### src/rtl/prime_scanner.sv
// Scans candidates 2..limit against the sieve lookup and streams every prime found,
// then reports the prime count together with a one-cycle done pulse.
module prime_scanner #(
    parameter int LOOKUP_LAT = 1,
    parameter int W          = 8
) (
    input  logic         clk_i,
    input  logic         rst_ni,
    input  logic         start_i,
    input  logic [W-1:0] limit_i,
    input  logic         sieve_ready_i,
    output logic [W-1:0] query_addr_o,
    input  logic         query_is_prime_i,
    output logic         prime_valid_o,
    output logic [W-1:0] prime_data_o,
    input  logic         prime_ready_i,
    output logic         busy_o,
    output logic         done_o,
    output logic [W-1:0] prime_count_o
);

    typedef enum logic [2:0] {
        IDLE,
        WAIT_SIEVE,
        ISSUE,
        WAIT_LAT,
        EMIT,
        ADVANCE,
        FINISH
    } state_t;

    localparam logic [2:0]   LatCnt   = 3'(LOOKUP_LAT);
    localparam logic [W-1:0] CountMax = '1;
    localparam logic [W-1:0] FirstCand = W'(2);

    state_t       state_q,      state_d;
    logic [W-1:0] limit_q,      limit_d;
    logic [W-1:0] candidate_q,  candidate_d;
    logic [2:0]   waitCnt_q,    waitCnt_d;
    logic [W-1:0] queryAddr_q,  queryAddr_d;
    logic         primeValid_q, primeValid_d;
    logic [W-1:0] primeData_q,  primeData_d;
    logic [W-1:0] primeCount_q, primeCount_d;

    always_ff @(posedge clk_i or negedge rst_ni) begin
        if (!rst_ni) begin
            state_q      <= IDLE;
            limit_q      <= '0;
            candidate_q  <= '0;
            waitCnt_q    <= '0;
            queryAddr_q  <= '0;
            primeValid_q <= 1'b0;
            primeData_q  <= '0;
            primeCount_q <= '0;
        end else begin
            state_q      <= state_d;
            limit_q      <= limit_d;
            candidate_q  <= candidate_d;
            waitCnt_q    <= waitCnt_d;
            queryAddr_q  <= queryAddr_d;
            primeValid_q <= primeValid_d;
            primeData_q  <= primeData_d;
            primeCount_q <= primeCount_d;
        end
    end

    always_comb begin
        state_d      = state_q;
        limit_d      = limit_q;
        candidate_d  = candidate_q;
        waitCnt_d    = waitCnt_q;
        queryAddr_d  = queryAddr_q;
        primeValid_d = primeValid_q;
        primeData_d  = primeData_q;
        primeCount_d = primeCount_q;

        case (state_q)
            IDLE: begin
                if (start_i) begin
                    limit_d      = limit_i;
                    primeCount_d = '0;
                    candidate_d  = FirstCand;
                    state_d      = WAIT_SIEVE;
                end
            end

            // An empty range finishes even if the sieve never becomes ready.
            WAIT_SIEVE: begin
                if (limit_q < FirstCand) begin
                    state_d = FINISH;
                end else if (sieve_ready_i) begin
                    state_d = ISSUE;
                end
            end

            ISSUE: begin
                queryAddr_d = candidate_q;
                waitCnt_d   = '0;
                state_d     = WAIT_LAT;
            end

            WAIT_LAT: begin
                waitCnt_d = waitCnt_q + 3'd1;
                if (waitCnt_q + 3'd1 == LatCnt) begin
                    if (query_is_prime_i) begin
                        primeData_d  = candidate_q;
                        primeValid_d = 1'b1;
                        state_d      = EMIT;
                    end else begin
                        state_d = ADVANCE;
                    end
                end
            end

            EMIT: begin
                if (primeValid_q && prime_ready_i) begin
                    primeValid_d = 1'b0;
                    if (primeCount_q != CountMax) begin
                        primeCount_d = primeCount_q + W'(1);
                    end
                    state_d = ADVANCE;
                end
            end

            // Compare before incrementing so a limit of 255 never wraps the candidate.
            ADVANCE: begin
                if (candidate_q == limit_q) begin
                    state_d = FINISH;
                end else begin
                    candidate_d = candidate_q + W'(1);
                    state_d     = ISSUE;
                end
            end

            FINISH: begin
                state_d = IDLE;
            end

            default: begin
                state_d = IDLE;
            end
        endcase
    end

    assign query_addr_o  = queryAddr_q;
    assign prime_valid_o = primeValid_q;
    assign prime_data_o  = primeData_q;
    assign prime_count_o = primeCount_q;
    assign busy_o        = (state_q != IDLE);
    assign done_o        = (state_q == FINISH);

endmodule

### config.mk
export PLATFORM = sky130hd
export DESIGN_NAME = prime_scanner
export DESIGN_NICKNAME = d
export VERILOG_FILES = /design/src/rtl/prime_scanner.sv
export SDC_FILE = /design/constraint.sdc
export NUM_CORES = 1
export LEC_CHECK = 0
export ABC_AREA = 1
export BUFFER_PORTS_ARGS = -buffer_cell sky130_fd_sc_hd__buf_2
export CAP_MARGIN = 10
export CORE_UTILIZATION = 50
export DETAILED_ROUTE_END_ITERATION = 16
export PLACE_DENSITY_LB_ADDON = 0.05
export SLEW_MARGIN = 20
export SYNTH_ARGS = -nofsm -noshare
export SYNTH_HDL_FRONTEND = slang
export SYNTH_SLANG_ARGS = --single-unit
### constraint.sdc
create_clock -name clk_i -period 1.4 [get_ports clk_i]
set_input_delay 0.28 -clock clk_i [delete_from_list [all_inputs] [get_ports clk_i]]
set_output_delay 0.28 -clock clk_i [all_outputs]
set_load 0.005 [all_outputs]
======== Word level (Yosys, flattened, before mapping) ========
Index checks and enable logic that the tools add are counted.
word-level totals
  bits in registers ....................... 47
  input port bits ......................... 14
  output and inout bits ................... 27
  word-level logic and storage cells ...... 61
operators by class
  add/subtract/negate cells ............... 3
  $lt $le $gt $ge ......................... 1
  eq/ne operators ......................... 16
  multiplexer cells ....................... 20
  reduce and logical (&&, ||, !) cells .... 13
operator list
  operator                                                                      count
  8-bit 2-to-1 mux                                                              5
  8-bit one-hot mux with 2 select lines                                         2
  3-bit 2-to-1 mux                                                              6
  3-bit one-hot mux with 6 select lines                                         1
  8-bit by 1-bit adder with 8-bit output, second input constant                 2
  2-bit inequality test, second input constant                                  6
  4-bit AND reduction                                                           3
  3-bit == test, second input constant                                          3
  8-bit == test                                                                 1
  8-bit by 2-bit less-than comparator with 1-bit output, second input constant  1
  8-bit inequality test, second input constant                                  1
  2-bit nonzero test                                                            4
  3-bit by 1-bit == test with 1-bit output, second input constant               2
  3-bit by 2-bit == test with 1-bit output, second input constant               2
  3-bit one-hot mux with 2 select lines                                         1
  3-bit AND reduction                                                           2
  1-bit 2-to-1 mux                                                              4
  3-bit by 1-bit adder with 3-bit output, second input constant                 1
  3-bit zero test                                                               1
  3-bit inequality test, second input constant                                  1
  3-bit nonzero test                                                            1
  1-bit one-hot mux with 2 select lines                                         1
  2-bit AND reduction                                                           1
  1-bit logical AND                                                             1

======== Depth between registers and ports, before layout ========
  depth in word-level cells ............... 4
  mapped depth ............................ 10
  gate-level depth less buffers ........... 10

======== Least setup slack after synthesis ========
OpenSTA, ideal clock, no wires.
  path kind ............................... flip-flop to flip-flop
  start point ............................. reg waitCnt_q[0]
  end point ............................... reg primeData_q[7], in the netlist prime_data_o[7]
  data arrival time ....................... 1328 ps
  data required time ...................... 1279 ps
  setup slack ............................. -49 ps
  stages on the path, launching flop included .. 7
  cells stage by stage .................... dfrtp_1 -> ha_1 -> xnor2_1 -> nand4_4 -> buf_4 -> nand2_1 -> o21ai_1
between the ends
  word-level cells in the longest chain between the ends .. 3
RTL lines
  what                                      line  RTL
  start: declaration                        39    logic [2:0] waitCnt_q, waitCnt_d;
  start signal: assignment                  59    waitCnt_q <= waitCnt_d;
  3-bit by 1-bit adder with 3-bit output    104   if (waitCnt_q + 3'd1 == LatCnt) begin
  3-bit by 1-bit == test with 1-bit output  104
  3-bit AND reduction (no source line)      -
  end signal: assignment                    62    primeData_q <= primeData_d;
  end: declaration                          42    logic [W-1:0] primeData_q, primeData_d;
Every way passes these cells.
A chain may end at the register's enable or synchronous reset.

======== Worst setup path in the final report ========
  start point ............................. reg state_q[1]
  end point ............................... out busy_o
between the ends
  word-level cells in the longest chain between the ends .. 1
RTL lines
  what                      line  RTL
  start: declaration        36    state_t state_q, state_d;
  start signal: assignment  56    state_q <= state_d;
  3-bit nonzero test        149   assign busy_o = (state_q != IDLE);
  end: declaration          17    output logic busy_o,
Every way passes these cells.

==> impl_metrics.env <==
export IMPL_post_dp_hpwl_um=3770
export IMPL_cp_required_ps=1120
export IMPL_p_seq_share_pct=34.3
export IMPL_intPower_mw=3.31
export IMPL_swShare_pct=39.6
export IMPL_portBuffers=40
export IMPL_clock_skew_ps=14.2
export IMPL_gp_congestion=0.828
export IMPL_num_vias=2192
export IMPL_register_area_um2=1180
export IMPL_p_leak_nw=1.70
export IMPL_grt_ovfl_total=0
export IMPL_cts_tree="done"
export IMPL_fillerInstances=380
export IMPL_fin_nets=412
export IMPL_p_clk_share_pct=14.9
export IMPL_ir_drop_mv=0.892
export IMPL_max_freq_mhz=665
export IMPL_hold_path_class="in -> reg"
export IMPL_path_clk_slew_ps=100
export IMPL_synth_warning_count=0
export IMPL_slew_violations=0
export IMPL_clk_path_buf_depth=2
export IMPL_multi_input_area_um2=1330
export IMPL_yosys_area_top_type_share_pct=48.2
export IMPL_path_cells="inv_2 -> nand2_4 -> nor2_4 -> inv_2 -> buf_2"
export IMPL_min_period_ps=1500
export IMPL_final_period_utilization_pct=107
export IMPL_cp_common_cell="inv_2"
export IMPL_first_pass_iters=4
export IMPL_clk_latency_ps=310
export IMPL_grt_antenna_before_repair=0
export IMPL_num_io_pins=41
export IMPL_worst_path_max_delay_cell="dfrtp_1"
export IMPL_ys_flop_type="dfrtp_1"
export IMPL_netlist_top_cells_count="101 x nand2_1, 47 x dfrtp_1, 31 x inv_1"
export IMPL_avgSynthCellArea_um2=7.92
export IMPL_grt_pass1_wl_um=9000
export IMPL_start_util_pct=51.7
export IMPL_synth_nets=326
export IMPL_cts_sinks=47
export IMPL_outcome="finished with violations"
export IMPL_violations="setup timing"
export IMPL_antennaDiodeCount=0
export IMPL_syn_cell_area_um2=2440
export IMPL_ys_async_sr_fraction_pct=100
export IMPL_seq_area_frac_synth_pct=48.2
export IMPL_areaGrowthSynthToFinish_pct=39.8
export IMPL_cap_viol_max_count=0
export IMPL_hold_violations=0
export IMPL_arrival_ps=1220
export IMPL_wl_per_cell_um=12.7
export IMPL_ys_ff_latch=47
export IMPL_wirelength_um=5850
export IMPL_cp_buffers_inverters=3
export IMPL_fin_ws_ps=-104
export IMPL_combPwrFrac_pct=50.8
export IMPL_syn_inst=308
export IMPL_numCtsBuffers=5
export IMPL_p_total_mw=5.48
export IMPL_cp_max_fo=3
export IMPL_max_slew_margin_rel_pct=82.4
export IMPL_grt_total_usage_pct=23.1
export IMPL_h_tree_depth=2
export IMPL_worst_pin_slew_ps=264
export IMPL_core_area_um2=4720
export IMPL_crit_path_end_kind="output port"
export IMPL_drt_iter0_markers=109
export IMPL_drt_antenna_violating_nets=0
export IMPL_p_sw_mw=2.17
export IMPL_rsz0062_at_grt="true"
export IMPL_dp_slack_ps=-60.9
export IMPL_setup_tns_ps=-585
export IMPL_die_y_um=71.9
export IMPL_crit_type="reg -> out"
export IMPL_yosys_area_top_type="dfrtp_1"
export IMPL_synth_cell_types=30
export IMPL_critPathMaxStageDelay_ps=400
export IMPL_yosys_top_cells_area="dfrtp_1 48%, nand2_1 16%, inv_1 4.8%"
export IMPL_grt_start_max_net_pins=48
export IMPL_synth_most_common_cell="nand2_1"
export IMPL_power_density_nw_per_um2=1610
export IMPL_drive_gt1_share_pct=40.8
export IMPL_fp_dieW_um=71.9
export IMPL_rows=25
export IMPL_cts_root_buf="clkbuf_8"
export IMPL_via_per_inst=4.74
export IMPL_path_delay_family="flip-flops"
export IMPL_grt_pass1_vias=2016
export IMPL_cp_start_kind="flop"
export IMPL_setup_violations=16
export IMPL_die_area_um2=5160
export IMPL_route_detailed_drc=0
export IMPL_synth_edff_count=0
-- worst paths after layout --
path | slack, ps | startpoint | to | depth (start not counted)
setup reg to reg | -80 | state_q[1]$_DFFE_PN0P_ | limit_q[3]$_DFFE_PN0P_ | 6
setup / recovery | -100 | state_q[1]$_DFFE_PN0P_ | busy_o | 5
hold / removal | 210 | limit_i[3] | limit_q[3]$_DFFE_PN0P_ | 2
min in group asynchronous | 470 | rst_ni | waitCnt_q[2]$_DFFE_PN0P_ | 3
max in group asynchronous | 680 | rst_ni | candidate_q[1]$_DFFE_PN0P_ | 3
hold reg to reg | 490 | query_addr_o[4]$_DFFE_PN0P_ | query_addr_o[4]$_DFFE_PN0P_ | 2
-- metal layers --
metal,vias to the layer above,part of all wire [%],routed length [um],track usage [%]
li1,1141,-,-,-
met1,1019,47,2720,30.1
met2,25,50,2950,38.3
met3,7,1.8,108,4.92
met4,0,1.2,73,8.06
met5,-,0,0,0
-- stage by stage --
step                util [%]  std cells  hold WS [ps]  area, um2
global placement        62.8        440           284       2970
detailed placement      62.8        440           287       2970
floorplan                  -        308         -15.6       2450
finish                  72.2        462           208       3410
CTS                     66.6        453           202       3150
global route            72.2        462           196       3410
-- final cells by class --
| class | count | area share, % |
|---|---|---|
| clock buffers | 6 | 2.13 |
| clock inverters | 2 | 0.367 |
| inverters | 35 | 3.92 |
| multi-input cells | 222 | 39.1 |
| flip-flops and latches | 47 | 34.5 |
| well taps | 67 | 2.46 |
| repair buffers | 83 | 17.5 |
-- power groups by stage --
stage | sequential, mW | clock (mW) | combinational [mW]
after global placement | 1.87 | 0 | 2.08
after floorplan | 1.87 | 0 | 1.31
after detailed placement | 1.87 | 0 | 2.10
final | 1.88 | 0.815 | 2.78
after CTS | 1.86 | 0.837 | 2.30
after global routing | 1.92 | 0.886 | 3.10
-- sequential cells by signal (all words and copies together), names as in the netlist --
name and flops:
candidate_q 8, prime_data_o 8, state_q 3, prime_count_o 8
query_addr_o 8, limit_q 8, waitCnt_q 3, prime_valid_o 1
-- cells by family after synthesis --
family | synth area share, %
adder cells (fa/ha/maj) | 2.05
XOR/XNOR | 3.95
multiplexers | 1.54
buffers and inverters | 6.87
flip-flops | 48.2
AND/OR/NAND/NOR | 30.6
AO/OA/AOI/OAI | 6.77
-- cell usage in the layout (no fill, tap or decap), types with 8 or more instances in the layout --
master,instances
buf_2,40
buf_4,32
dfrtp_1,46
inv_1,26
inv_2,8
nand2_1,81
nand2_2,22
nand3_1,10
nor2_1,21
o21ai_0,11
o21ai_1,13
-- repair_timing --
action / 4_1_cts / 5_1_grt
gates resized for setup: 13 / 55
endpoints found under the hold margin: 47 / 0
hold buffers: 1 / 0
buffers inserted: 3 / 8
pin swaps: 2 / 16
endpoints found under the setup margin: 25 / 34
gates cloned: 1 / 1
Note: power is estimated with default switching activity, not from simulation.
